**config.mk**
```make
export PLATFORM = sky130hd
export DESIGN_NAME = fifo_rd_packer_flat
export DESIGN_NICKNAME = d
export VERILOG_FILES = /design/src/rtl/fifo_rd_packer_if.sv /design/src/rtl/fifo_rd_packer.sv /design/src/flat_wrapper.sv
export SDC_FILE = /design/constraint.sdc
export NUM_CORES = 1
export LEC_CHECK = 0
export ABC_AREA = 1
export BUFFER_PORTS_ARGS = -buffer_cell sky130_fd_sc_hd__buf_2
export CORE_UTILIZATION = 27
export DETAILED_ROUTE_END_ITERATION = 16
export GPL_ROUTABILITY_DRIVEN = 0
export PLACE_DENSITY_LB_ADDON = 0.25
export SLEW_MARGIN = 5
export SYNTH_ARGS = -nofsm -noshare
export SYNTH_HDL_FRONTEND = slang
export SYNTH_SLANG_ARGS = --single-unit
```
**constraint.sdc**
```tcl
create_clock -name rclk -period 1.5 [get_ports rclk]
set_input_delay 0 -clock rclk [delete_from_list [all_inputs] [get_ports rclk]]
set_output_delay 0 -clock rclk [all_outputs]
set_load 0.01 [all_outputs]
```
**src/rtl/fifo_rd_packer_if.sv**
```systemverilog
// -----------------------------------------------------------------------------
// fifo_rd_packer_if
//
// Bundles the FIFO read port, the flush request and the packed output stream
// of fifo_rd_packer. Clock and reset stay as plain ports on the module.
//
//   rdata     [DSIZE]        FIFO read data, valid while rempty=0
//   rempty                   FIFO empty flag
//   rinc                     FIFO pop strobe (one entry per rclk edge)
//   flush                    request to emit the current partial word
//   out_data  [DSIZE*LANES]  packed word, lane 0 = first-popped entry
//   out_keep  [LANES]        per-lane valid mask
//   out_valid                output word valid
//   out_ready                downstream accepts the word
//
// Modports:
//   master - the packer itself
//   slave  - the surrounding FIFO / sink environment
// -----------------------------------------------------------------------------
interface fifo_rd_packer_if #(
    parameter int DSIZE = 8,
    parameter int LANES = 4
);
    logic [DSIZE-1:0]       rdata;
    logic                   rempty;
    logic                   rinc;
    logic                   flush;
    logic [DSIZE*LANES-1:0] out_data;
    logic [LANES-1:0]       out_keep;
    logic                   out_valid;
    logic                   out_ready;

    modport master (
        input  rdata,
        input  rempty,
        input  flush,
        input  out_ready,
        output rinc,
        output out_data,
        output out_keep,
        output out_valid
    );

    modport slave (
        output rdata,
        output rempty,
        output flush,
        output out_ready,
        input  rinc,
        input  out_data,
        input  out_keep,
        input  out_valid
    );
endinterface

```
**src/rtl/fifo_rd_packer.sv**
```systemverilog
// -----------------------------------------------------------------------------
// fifo_rd_packer
//
// Read-side consumer of the async FIFO, clocked in the read domain. Pops
// DSIZE-bit entries and packs LANES consecutive entries into one wide word,
// lane 0 holding the first-popped entry. A flush emits a partially filled,
// zero-padded word so trailing data never stays stranded in the packer.
//
// Ports:
//   rclk     read-domain clock
//   rrst_n   asynchronous active-low reset
//   bus      fifo_rd_packer_if.master (FIFO read port, flush, output stream)
//
// Behaviour summary:
//   FILL : rinc = ~rempty; each pop writes lane idx and sets keep bit idx.
//          Filling the last lane, or a flush with data present (already held
//          or popped this very cycle), moves to HOLD.
//   HOLD : out_valid=1, no pops, word stable until out_ready; the accept
//          edge clears the accumulator and returns to FILL.
// -----------------------------------------------------------------------------
module fifo_rd_packer #(
    parameter int DSIZE = 8,
    parameter int LANES = 4
) (
    input  logic               rclk,
    input  logic               rrst_n,
    fifo_rd_packer_if.master   bus
);
    localparam int WIDTH = DSIZE * LANES;
    localparam int IDX_W = (LANES > 1) ? $clog2(LANES) : 1;

    typedef enum logic {
        FILL = 1'b0,
        HOLD = 1'b1
    } state_t;

    state_t             state_reg;
    logic [WIDTH-1:0]   acc_reg;
    logic [LANES-1:0]   kmask_reg;
    logic [IDX_W-1:0]   idx_reg;

    logic               pop;
    logic               last_lane;
    logic               go_hold;
    logic [LANES-1:0]   lane_wr;

    // rinc is combinational so the FIFO's asynchronously read rdata is
    // captured on the same edge that consumes the entry. Gating with rrst_n
    // keeps the FIFO from losing entries while the packer is held in reset.
    assign pop       = (state_reg == FILL) & ~bus.rempty & rrst_n;
    assign last_lane = (idx_reg == IDX_W'(LANES - 1));

    // A flush only closes the word if it would carry at least one entry,
    // counting the one being popped in this same cycle.
    assign go_hold   = (pop & last_lane) | (bus.flush & ((kmask_reg != '0) | pop));

    // One-hot lane write enables decoded from the lane index.
    generate
        for (genvar gi = 0; gi < LANES; gi++) begin : g_lane_wr
            assign lane_wr[gi] = pop & (idx_reg == IDX_W'(gi));
        end
    endgenerate

    always_ff @(posedge rclk or negedge rrst_n) begin
        if (!rrst_n) begin
            state_reg <= FILL;
            acc_reg   <= '0;
            kmask_reg <= '0;
            idx_reg   <= '0;
        end else begin
            case (state_reg)
                FILL: begin
                    for (int i = 0; i < LANES; i++) begin
                        if (lane_wr[i]) begin
                            acc_reg[i*DSIZE +: DSIZE] <= bus.rdata;
                            kmask_reg[i]              <= 1'b1;
                        end
                    end
                    if (pop) begin
                        idx_reg <= last_lane ? '0 : idx_reg + 1'b1;
                    end
                    if (go_hold) begin
                        state_reg <= HOLD;
                    end
                end
                HOLD: begin
                    // Clearing on accept keeps unwritten lanes of the next
                    // (possibly flushed) word zero-padded.
                    if (bus.out_ready) begin
                        state_reg <= FILL;
                        acc_reg   <= '0;
                        kmask_reg <= '0;
                        idx_reg   <= '0;
                    end
                end
                default: begin
                    state_reg <= FILL;
                end
            endcase
        end
    end

    assign bus.rinc      = pop;
    assign bus.out_valid = (state_reg == HOLD);
    assign bus.out_data  = acc_reg;
    assign bus.out_keep  = kmask_reg;

endmodule

```
**src/flat_wrapper.sv**
```systemverilog
// flat-port wrapper written by rule: the top's interface ports become plain ports
module fifo_rd_packer_flat 
#(
    parameter int DSIZE = 8,
    parameter int LANES = 4
)
  (rclk, rrst_n, bus_rdata, bus_rempty, bus_flush, bus_out_ready, bus_rinc, bus_out_data, bus_out_keep, bus_out_valid);
  fifo_rd_packer_if #(.DSIZE(DSIZE), .LANES(LANES)) bus_i ();
  input  logic rclk;
  input  logic rrst_n;
  input wire logic [$bits(bus_i.rdata)-1:0] bus_rdata;
  input wire logic [$bits(bus_i.rempty)-1:0] bus_rempty;
  input wire logic [$bits(bus_i.flush)-1:0] bus_flush;
  input wire logic [$bits(bus_i.out_ready)-1:0] bus_out_ready;
  output wire logic [$bits(bus_i.rinc)-1:0] bus_rinc;
  output wire logic [$bits(bus_i.out_data)-1:0] bus_out_data;
  output wire logic [$bits(bus_i.out_keep)-1:0] bus_out_keep;
  output wire logic [$bits(bus_i.out_valid)-1:0] bus_out_valid;
  assign bus_i.rdata = bus_rdata;
  assign bus_i.rempty = bus_rempty;
  assign bus_i.flush = bus_flush;
  assign bus_i.out_ready = bus_out_ready;
  assign bus_rinc = bus_i.rinc;
  assign bus_out_data = bus_i.out_data;
  assign bus_out_keep = bus_i.out_keep;
  assign bus_out_valid = bus_i.out_valid;
  fifo_rd_packer #(.DSIZE(DSIZE), .LANES(LANES)) u_core (.rclk(rclk), .rrst_n(rrst_n), .bus(bus_i));
endmodule
```
Yosys cells after proc, flatten, opt, wreduce, memory -nomap -nowiden
Index checks and enable logic that the tools add are counted.
- add/subtract/negate cells: 1
- equal/unequal tests: 9
- muxes and demuxes: 19
- bitwise operators: 11
- reduce and logical (&&, ||, !) cells: 7
- operators with widths (operator ; number):
    $pmux 32 s2 ; 1
    $mux 32 ; 1
    $mux 8 ; 4
    $ne 2x1->1 const B ; 5
    $reduce_and 2->1 ; 5
    $pmux 4 s2 ; 1
    $and 1x1->1 ; 7
    $mux 1 ; 6
    $mux 2 ; 3
    $eq 2x2->1 const B ; 2
    $mux 4 ; 1
    $pmux 2 s2 ; 1
    $reduce_bool 4->1 ; 1
    $add 2x1->2 const B ; 1
    $eq 2x1->1 const B ; 1
    $logic_not 2->1 ; 1
    $ne 2x2->1 const B ; 1
    $not 1->1 ; 2
    $or 1x1->1 ; 2
    $pmux 1 s2 ; 1
- register bits: 39
- output and inout port bits: 38

Depth between registers and ports, before layout
- depth after elaboration: 8
- mapped depth: 7

Worst setup path before layout
No wires, ideal clock.
- path type: register to register
- start: register u_core.state_reg, in the netlist u_core.bus.out_valid
- end: register u_core.acc_reg[24], in the netlist u_core.bus.out_data[24]
- arrival: 1107 ps
- path slack: 328 ps
- cell stages (with the launch flop): 8
- path buffers: 0
- clock period less this slack: 1172 ps
- cells stage by stage: dfrtp_1 nor2_2 nand2_2 inv_2 nand2_2 nand2_2 nand2_1 nand2_1
- word-level cells in the longest chain between the ends: 6
- elaborated cells on any way between the ends: 8
- classes of those cells: eq/ne (2); mux (1); bitwise (4); reduce/logical (1)
- RTL lines (what ; line ; RTL):
    start: declaration ; fifo_rd_packer.sv:37 ; state_t state_reg;
    start signal: assignment ; fifo_rd_packer.sv:66 ; state_reg <= FILL;
    start signal: assignment ; fifo_rd_packer.sv:83 ; state_reg <= HOLD;
    start signal: assignment ; fifo_rd_packer.sv:90 ; state_reg <= FILL;
    $not 1->1 ; -- ;
    $and 1x1->1 (2 in a row) ; fifo_rd_packer.sv:50 ; assign pop = (state_reg == FILL) & ~bus.rempty & rrst_n;
    net bus_rinc ; flat_wrapper.sv:15 ; output wire logic [$bits(bus_i.rinc)-1:0] bus_rinc;
    $and 1x1->1 ; fifo_rd_packer.sv:60 ; assign lane_wr[gi] = pop & (idx_reg == IDX_W'(gi));
    $ne 2x1->1 (no line) ; -- ;
    $reduce_and 2->1 (no line) ; -- ;
    end signal: indexed assignment ; fifo_rd_packer.sv:75 ; acc_reg[i*DSIZE +: DSIZE] <= bus.rdata;
    end: declaration ; fifo_rd_packer.sv:38 ; logic [WIDTH-1:0] acc_reg;
The timed path passes the listed nets, and every way through them passes these cells.
A chain may end at the register's enable or synchronous reset.

Worst setup path in the final report
- start: register u_core.idx_reg[0]
- end: register u_core.acc_reg[2], in the netlist u_core.bus.out_data[2]
- word-level cells in the longest chain between the ends: 4
- RTL lines (what ; line ; RTL):
    start: declaration ; fifo_rd_packer.sv:40 ; logic [IDX_W-1:0] idx_reg;
    start signal: assignment ; fifo_rd_packer.sv:80 ; idx_reg <= last_lane ? '0 : idx_reg + 1'b1;
    $logic_not 2->1 ; fifo_rd_packer.sv:60 ;
    $and 1x1->1 ; fifo_rd_packer.sv:60 ;
    $ne 2x1->1 (no line) ; -- ;
    $reduce_and 2->1 (no line) ; -- ;
Every way passes these cells.

==> flow_metrics.py <==
metrics = {
    "status": {
        "status": "completed",
    },
    "drt": {
        "ant_nets": 0,
        "drt-initial-drc-count": 77,
        "firstDrtPassIters": 4,
        "routedWlPerCell_um": 12.6,
        "drcViolationCount": 0,
        "via_per_inst": 4.16,
        "vias": 1382,
        "drt_wl_total_um": 4170,
    },
    "global_routing": {
        "grt_pass1_vias": 1361,
        "grt_pass1_wl_um": 6690,
        "antenna_found_initial": 0,
        "grt-ovfl-total": 0,
        "grt_max_degree": 40,
        "grt_usage_pct": 14.5,
    },
    "synth": {
        "synth_edf_count": 0,
        "synth_cells": 196,
        "synth.most_common_cell": "nand2_1",
        "ys_seq_area_share_pct": 58.4,
        "synth_area_leaders": "dfrtp_1 58%, nand2_1 24%, nand2_2 3.4%",
        "ys_ff_latch": 39,
        "synth_top_area_share_pct": 58.4,
        "synth.avg_cell_area_um2": 8.52,
        "synth_cell_types": 16,
        "synth_nets": 213,
        "async_flop_share_pct": 100,
        "synthTopCellsByCount": "107 x nand2_1, 39 x dfrtp_1, 11 x inv_1",
        "synth.largest_area_cell": "dfrtp_1",
        "ys_warn_count": 0,
        "syn_area_um2": 1670,
        "ys.flop_type": "dfrtp_1",
    },
    "job": {
        "drv_cap": 0,
    },
    "min_path": {
        "hold_path_depth": 5,
        "hp-class": "in -> reg",
        "hp-start": "bus_rdata[0]",
        "whs_endpoint": "u_core.bus.out_data[0]$_DFFE_PN0P_",
    },
    "clock_network": {
        "clock_latency_ps": 290,
        "cts_tree": "built",
        "cts-root-buf": "clkbuf_8",
        "numCtsBuffers": 5,
        "cts.sinks": 39,
        "clockBufferDepth": 2,
        "cts_resized": 0,
        "cts_setup_buffers": 0,
        "clk_pin_slew_worst_paths_ps": 80,
        "h-tree-depth": 2,
    },
    "timing": {
        "rsz0062_at_grt": "false",
        "layout_min_cycle_time_ps": 1340,
        "tns_ps": 0,
        "drv_slew": 0,
        "tightest_slew_ps": 494,
        "max-slew-margin-rel_pct": 67.1,
        "skew_ps": 5.85,
        "finalCritPeriodShare_pct": 89.0,
        "max_freq_mhz": 749,
        "hold_violations": 0,
        "setup_viol": 0,
    },
    "worst_setup_path": {
        "cp_data_arrival_time_ps": 1570,
        "end_kind": "flip-flop",
        "reg2reg_from": "u_core.idx_reg[0]$_DFFE_PN0P_",
        "r2r_end": "u_core.bus.out_data[2]$_DFFE_PN0P_",
        "worstRegToRegCells": 5,
        "worstSetupPathType": "reg -> reg",
        "critPathMaxFanout": 8,
        "required_ps": 1730,
        "reg2reg_slack_ps": 160,
        "start_kind": "flip-flop",
    },
    "cells_and_area": {
        "layout.nets": 273,
        "drive_gt1_share_pct": 30.0,
        "area_delta_synth_final_pct": 30.3,
        "n_fill_cell": 627,
        "largest_reg_flops": 32,
        "fin_area_um2": 2180,
        "antennaDiodeCount": 0,
    },
    "die": {
        "core_area_um2": 5960,
        "io_pins": 51,
        "die_x_um": 80.7,
        "initial_utilization_pct": 28.0,
        "rows": 28,
        "die-area_um2": 6510,
        "die_h_um": 80.7,
    },
    "placement": {
        "numPortBuffers": 50,
        "dp_hpwl_um": 2930,
        "place_area_um2": 2020,
    },
    "power": {
        "p_leak_nw": 1.28,
        "vdd_drop_max_mv": 0.758,
        "total_power_mw": 4.67,
        "power-per-cell-area_nw_per_um2": 2150,
    },
}
## how the worst max path moves through the flow
stage | to | startpoint | cells after the start
after global placement | u_core.bus.out_data[21]$_DFFE_PN0P_ | u_core.idx_reg[0]$_DFFE_PN0P_ | 5
after floorplan | u_core.bus.out_data[24]$_DFFE_PN0P_ | u_core.bus.out_valid$_DFF_PN0_ | 7
after CTS | u_core.bus.out_data[16]$_DFFE_PN0P_ | u_core.idx_reg[0]$_DFFE_PN0P_ | 5
after detailed placement | u_core.bus.out_data[16]$_DFFE_PN0P_ | u_core.idx_reg[0]$_DFFE_PN0P_ | 5
after global routing | u_core.bus.out_data[19]$_DFFE_PN0P_ | u_core.idx_reg[0]$_DFFE_PN0P_ | 5
final | u_core.bus.out_data[2]$_DFFE_PN0P_ | u_core.idx_reg[0]$_DFFE_PN0P_ | 5
## per-layer routing
layer / share of wire, % / routed length [um] / up-vias / global-route usage [%]
met5: 0 / 0 / - / 0
li1: - / - / 714 / -
met3: 4.9 / 205 / 7 / 4.32
met4: 2.2 / 90 / 0 / 6.96
met1: 48 / 2000 / 626 / 19.4
met2: 45 / 1870 / 35 / 21.2
## placed cells by master (no fill, tap or decap)
master	instances
nand2_1	107
buf_2	50
dfrtp_1	39
inv_1	11
nor2_1	10
nand2_2	9
clkbuf_8	5
o21ai_2	4
ha_1	4
inv_2	2
nand2_4	2
o21ai_0	2
bufinv_16	2
dlygate4sd3_1	2
buf_4	2
nor2_2	1
nand3_1	1
a31oi_1	1
a21oi_1	1
nor3_1	1
clkbuf_1	1
## per-stage QoR
| stage | std cells | setup slack, ps | hold WS, ps | util, % |
|---|---|---|---|---|
| after floorplan | 196 | 328 | -296 | - |
| after detailed placement | 322 | 149 | 162 | 34.0 |
| after global routing | 332 | 35.0 | 74.5 | 36.6 |
| final | 332 | 165 | 78.6 | 36.6 |
| after global placement | 322 | 160 | 156 | 34.0 |
| after CTS | 332 | 127 | 68.8 | 36.6 |
## logic make-up (layout without fill, tap and decap cells)
group	after synthesis	in the layout	share of synthesized area, %
compound gates	8	8	3.37
fa+ha+maj	4	4	3.00
buf+inv	14	75	3.22
flops	39	39	58.4
simple gates	131	131	32.0
## repair_timing
action	in CTS	in global routing
hold buffers	2	0
endpoints found under the setup margin	0	0
endpoints found under the hold margin	40	0
## critical path: stages, from the launching register on
cell     delay [ps]
dfrtp_1         410
inv_1           100
ha_1            240
o21ai_2         360
nand2_1         100
nand2_1          80
## power by group
group | total, mW | switching [mW] | leakage [nW] | internal (mW)
clock network | 1.04 | 0.372 | 0.0654 | 0.665
registers | 1.79 | 0.282 | 0.494 | 1.51
logic | 1.84 | 1.15 | 0.723 | 0.695
## area by class of cell
| type | instances | area (um^2) | share of cell area (%) |
|---|---|---|---|
| flip-flops and latches | 39 | 976 | 44.8 |
| well taps | 75 | 93.8 | 4.31 |
| clock inverters | 2 | 60.1 | 2.76 |
| inverters | 13 | 48.8 | 2.24 |
| repair buffers | 54 | 285 | 13.1 |
| clock buffers | 6 | 72.6 | 3.33 |
| multi-input cells | 143 | 641 | 29.4 |
(Power assumes the default switching activity.)
